### src/rtl/seg_bcd_scan.sv
// Six-digit multiplexed seven-segment driver with brightness PWM and input shadowing.
// Optional leading-zero blanking is enabled by defining SEG_LZ_BLANK_EN.
module seg_bcd_scan #(
  parameter int SCAN_DIV = 50_000
) (
  input  logic        clk,
  input  logic        rst_n,
  input  logic [23:0] bcd_in,
  input  logic [5:0]  dp,
  input  logic [3:0]  brightness,
  output logic [5:0]  seg_sel,
  output logic [7:0]  seg_data
);

  localparam int PWM_STEP = SCAN_DIV / 16;
  localparam int SW       = $clog2(SCAN_DIV);
  localparam int PW       = (PWM_STEP > 1) ? $clog2(PWM_STEP) : 1;
  localparam logic [SW-1:0] SLOT_LAST = SW'(SCAN_DIV - 1);
  localparam logic [PW-1:0] PWM_LAST  = PW'(PWM_STEP - 1);

  logic [SW-1:0] r_slotCnt;
  logic [PW-1:0] r_pwmDiv;
  logic [3:0]    r_pwmCnt;
  logic [2:0]    r_scanIdx;
  logic [23:0]   r_bcd;
  logic [5:0]    r_dp;
  logic [3:0]    r_bri;

  logic          w_slotEnd;
  logic [3:0]    w_nibble;
  logic          w_dpOn;
  logic          w_blank;
  logic [5:0]    w_lzMask;
  logic          w_active;

  function automatic logic [6:0] decodeGlyph(input logic [3:0] v);
    logic [6:0] g;
    case (v)
      4'h0: g = 7'h40;
      4'h1: g = 7'h79;
      4'h2: g = 7'h24;
      4'h3: g = 7'h30;
      4'h4: g = 7'h19;
      4'h5: g = 7'h12;
      4'h6: g = 7'h02;
      4'h7: g = 7'h78;
      4'h8: g = 7'h00;
      4'h9: g = 7'h10;
      4'hA: g = 7'h08;
      4'hB: g = 7'h03;
      4'hC: g = 7'h46;
      4'hD: g = 7'h21;
      4'hE: g = 7'h06;
      default: g = 7'h0E;
    endcase
    return g;
  endfunction

  assign w_slotEnd = (r_slotCnt == SLOT_LAST);
  assign w_active  = (r_pwmCnt <= r_bri);

`ifdef SEG_LZ_BLANK_EN
  // A digit is blank only if it and every more-significant digit are zero.
  assign w_lzMask[5] = (r_bcd[23:20] == 4'h0);
  assign w_lzMask[4] = w_lzMask[5] & (r_bcd[19:16] == 4'h0);
  assign w_lzMask[3] = w_lzMask[4] & (r_bcd[15:12] == 4'h0);
  assign w_lzMask[2] = w_lzMask[3] & (r_bcd[11:8]  == 4'h0);
  assign w_lzMask[1] = w_lzMask[2] & (r_bcd[7:4]   == 4'h0);
  assign w_lzMask[0] = 1'b0;
`else
  assign w_lzMask = 6'b000000;
`endif

  // Scan index 0 shows the most significant digit (digit 5).
  always_comb begin
    w_nibble = 4'h0;
    w_dpOn   = 1'b0;
    w_blank  = 1'b0;
    case (r_scanIdx)
      3'd0: begin w_nibble = r_bcd[23:20]; w_dpOn = r_dp[5]; w_blank = w_lzMask[5]; end
      3'd1: begin w_nibble = r_bcd[19:16]; w_dpOn = r_dp[4]; w_blank = w_lzMask[4]; end
      3'd2: begin w_nibble = r_bcd[15:12]; w_dpOn = r_dp[3]; w_blank = w_lzMask[3]; end
      3'd3: begin w_nibble = r_bcd[11:8];  w_dpOn = r_dp[2]; w_blank = w_lzMask[2]; end
      3'd4: begin w_nibble = r_bcd[7:4];   w_dpOn = r_dp[1]; w_blank = w_lzMask[1]; end
      3'd5: begin w_nibble = r_bcd[3:0];   w_dpOn = r_dp[0]; w_blank = w_lzMask[0]; end
      default: begin w_nibble = 4'h0; w_dpOn = 1'b0; w_blank = 1'b0; end
    endcase
  end

  always_ff @(posedge clk or negedge rst_n) begin
    if (!rst_n) begin
      r_slotCnt <= '0;
      r_pwmDiv  <= '0;
      r_pwmCnt  <= 4'd0;
      r_scanIdx <= 3'd0;
      r_bcd     <= 24'h0;
      r_dp      <= 6'h0;
      r_bri     <= 4'd0;
    end else if (w_slotEnd) begin
      r_slotCnt <= '0;
      r_pwmDiv  <= '0;
      r_pwmCnt  <= 4'd0;
      r_scanIdx <= (r_scanIdx == 3'd5) ? 3'd0 : r_scanIdx + 3'd1;
      r_bcd     <= bcd_in;
      r_dp      <= dp;
      r_bri     <= brightness;
    end else begin
      r_slotCnt <= r_slotCnt + 1'b1;
      if (r_pwmDiv == PWM_LAST) begin
        r_pwmDiv <= '0;
        r_pwmCnt <= r_pwmCnt + 4'd1;
      end else begin
        r_pwmDiv <= r_pwmDiv + 1'b1;
      end
    end
  end

  always_ff @(posedge clk or negedge rst_n) begin
    if (!rst_n) begin
      seg_sel  <= 6'h3F;
      seg_data <= 8'hFF;
    end else if (w_active) begin
      seg_sel  <= ~(6'b000001 << r_scanIdx);
      seg_data <= {~w_dpOn, (w_blank ? 7'h7F : decodeGlyph(w_nibble))};
    end else begin
      seg_sel  <= 6'h3F;
      seg_data <= 8'hFF;
    end
  end

endmodule

### config.mk
export PLATFORM = sky130hd
export DESIGN_NAME = seg_bcd_scan
export DESIGN_NICKNAME = d
export VERILOG_FILES = /design/src/rtl/seg_bcd_scan.sv
export SDC_FILE = /design/constraint.sdc
export NUM_CORES = 1
export LEC_CHECK = 0
export CAP_MARGIN = 20
export CORE_ASPECT_RATIO = 0.9
export CORE_MARGIN = 4
export CORE_UTILIZATION = 55
export CTS_CLUSTER_SIZE = 25
export DETAILED_ROUTE_END_ITERATION = 7
export PLACE_DENSITY = 0.76
export SETUP_SLACK_MARGIN = 0.05
export SYNTH_ARGS = -nofsm -noshare
export SYNTH_HDL_FRONTEND = slang
export SYNTH_SLANG_ARGS = --single-unit
### constraint.sdc
create_clock -name clk -period 3.25 [get_ports clk]
set_input_delay 0.65 -clock clk [delete_from_list [all_inputs] [get_ports clk]]
set_output_delay 0.65 -clock clk [all_outputs]
set_load 0.02 [all_outputs]
==> summary.txt <==
Post-DP HPWL: 5260 µm
Worst EP arrival: 3.10 ns
Fin. Hold Viols: 0
Async set or reset register ratio after synthesis: 1.00
Reg-to-reg slack, setup: 0.40 ns
Vias in the first global route: 2623
Wire length on met2: 3700 µm
Commonest non-fill, non-tap cell in the layout: dfrtp_1
ANT cells: 0
Sequential area share after synthesis: 0.528
Gr usage total: 0.189
Register bit total from synthesis: 83
Total of max-cap violations: 0
RR Endpoint: seg_data[3]
Post-CTS Hold Buffers: 0
Die ar.: 8640 µm²
Root buffer cell: clkbuf_8
Synth Net Count: 383
Via count: 2644
Most frequent cells in the layout: dfrtp_1 (69), clkdlybuf4s50_1 (48), nor2_1 (31), mux2_2 (31), nand2_1 (20)
H-tree levels: 3
Die X: 97.5 µm
Overflow after GRT: 0
Worst reg2reg startpoint: r_scanIdx[2]
Nets: 434
Pleak: 2.12 nW
Final setup viols: 0
Power per cell area: 384 nW/µm²
Min-delay worst type: in -> async
Achievable frequency: 351 MHz
Synth Instances: 332
Fin cells: 479
Mean Syn Cell Area: 11.9 µm²
RSZ-0062 raised after global routing: false
IO Pins: 50
Max FO, Critical Path: 15
Detail Route Antenna Nets: 0
Element type at the critical path start: register
# DRC: 0
Placed cell count: 464
Largest net degree at the start of global routing: 84
Number of synthesized flops with an enable pin: 0
Initial core utilization: 0.563
First-pass DRT Iterations: 4
Fin crit share: 0.877
WL per Instance: 15.8 µm
Core area: 7040 µm²
FF-to-FF path depth: 7
Final Critical Period: 2.85 ns
Hold WS: 0.259 ns
CTS tree: built
Peak supply drop: 0.000308 V
CTS sink count: 83
Clock transition at path regs: 0.08 ns
CP Class: reg -> reg
Max Used Layer: met4
Final Skew: 0.00552 ns
GP Congestion: 0.946
Mapped Area: 3970 µm²
CP startpoint: r_scanIdx[2]
Row cnt: 29
Max-slew violations: 0
Ratio of cells with drive above 1 in the final layout: 0.179
1st-iter DRT viols: 89
FILL cells: 559
Unique masters post-synth: 49
Setup tns final: 0 ns
Primary FF master, synth: dfrtp_1
Initial antenna violation count: 0
Final WL: 7570 µm
Worst Tran Pin Value: 0.857 ns
Die height: 88.6 µm
First-pass GRT wire length: 12800 µm
Post-CTS sizing: 0
Vias/cell: 5.52
# Post-CTS Setup Buffers: 0
Latest clock arrival within the worst-skew pair: 0.35 ns
Area growth syn-to-layout: 17.9%
Wire length on met3: 331 µm
Worst setup EP type: register
Metal-1 WL: 3460 µm
Number of I/O port buffers: 49
CTS Buffer Depth: 2
Yosys warns: 0
Worst Path Required: 3.50 ns
Num CTS Buffers: 9
Status: finished clean
Rel. slew slack: 0.420
per-stage QoR:
stage | util | setup slack [ns] | power, mW | area (µm²)
after floorplan | - | 0.948 | 1.05 | 3970
after global placement | 0.636 | 0.652 | 1.12 | 4480
after detailed placement | 0.636 | 0.492 | 1.12 | 4480
after CTS | 0.662 | 0.463 | 1.81 | 4660
after global routing | 0.664 | 0.228 | 1.87 | 4680
final | 0.664 | 0.401 | 1.79 | 4680
power breakdown:
part | switching, mW | total [mW] | internal, mW
clock network | 0.353 | 0.697 | 0.344
registers | 0 | 1.03 | 1.03
logic | 0.0253 | 0.0642 | 0.0389
synthesized netlist by cell type, drive strengths merged (2+ instances only):
master | instances | area share
nand4b | 3 | 0.0066
a21oi | 3 | 0.0038
xor2 | 18 | 0.040
buf | 11 | 0.029
o21ai | 7 | 0.0088
ha | 15 | 0.047
nor2 | 32 | 0.031
and3 | 2 | 0.0032
nand2 | 20 | 0.019
mux2 | 31 | 0.088
or2 | 2 | 0.0032
nand3 | 12 | 0.015
nor4 | 2 | 0.0047
xnor2 | 10 | 0.022
a22oi | 2 | 0.0038
and2 | 3 | 0.0047
inv | 13 | 0.012
or3 | 2 | 0.0032
nand4 | 5 | 0.0079
o221ai | 6 | 0.013
o22ai | 3 | 0.0047
and4 | 5 | 0.011
nor2b | 5 | 0.0079
nand2b | 2 | 0.0032
or4 | 2 | 0.0038
dfstp | 14 | 0.093
mux2i | 13 | 0.033
dfrtp | 69 | 0.44
nor3 | 5 | 0.0063
flip-flops by register name, indices dropped and copies added (netlist names):
register   cells
seg_sel        6
r_scanIdx      3
r_bri          4
seg_data       8
r_pwmCnt       4
r_pwmDiv      12
r_dp           6
r_bcd         24
r_slotCnt     16
final cells by class:
cell class / instances / area [µm²] / area share
Clock buffer: 9 / 124 / 0.0265
Inverter: 13 / 48.8 / 0.0104
Tap cell: 93 / 116 / 0.0249
Timing Repair Buffer: 52 / 523 / 0.112
Clock inverter: 5 / 56.3 / 0.0120
Sequential cell: 83 / 2090 / 0.448
Multi-Input combinational cell: 224 / 1710 / 0.367
how the worst max path moves through the flow:
stage,slack (ns),cells past startpoint,end
finish,0.40,7,seg_data[3]
detailed placement,0.49,7,seg_data[3]
global route,0.23,7,seg_data[3]
floorplan,0.95,9,seg_data[3]
global placement,0.65,7,seg_data[3]
CTS,0.46,7,seg_data[3]
metal layers:
layer | global-route usage | vias to the layer above
met5 | 0 | -
met4 | 0.0440 | 0
met3 | 0.0567 | 8
met2 | 0.314 | 67
met1 | 0.248 | 1305
li1 | - | 1264
worst max-delay path: stages, from the launching register on:
cell,delay [ns]
dfrtp_1,0.71
inv_1,0.21
o311ai_1,0.80
inv_1,0.21
ha_1,0.33
a311o_1,0.29
a21oi_1,0.12
o21ai_0,0.10
cells by family (layout without fill, tap and decap cells):
family	Yosys count	count (layout)	share of synthesized area
adder cells (fa/ha/maj)	15	15	0.0473
XOR/XNOR	28	28	0.0618
multiplexers	45	45	0.126
buffers and inverters	25	79	0.0420
AO/OA/AOI/OAI	31	31	0.0568
flip-flops	83	83	0.528
AND/OR/NAND/NOR	105	105	0.138
Note: power is estimated with default switching activity, not from simulation.
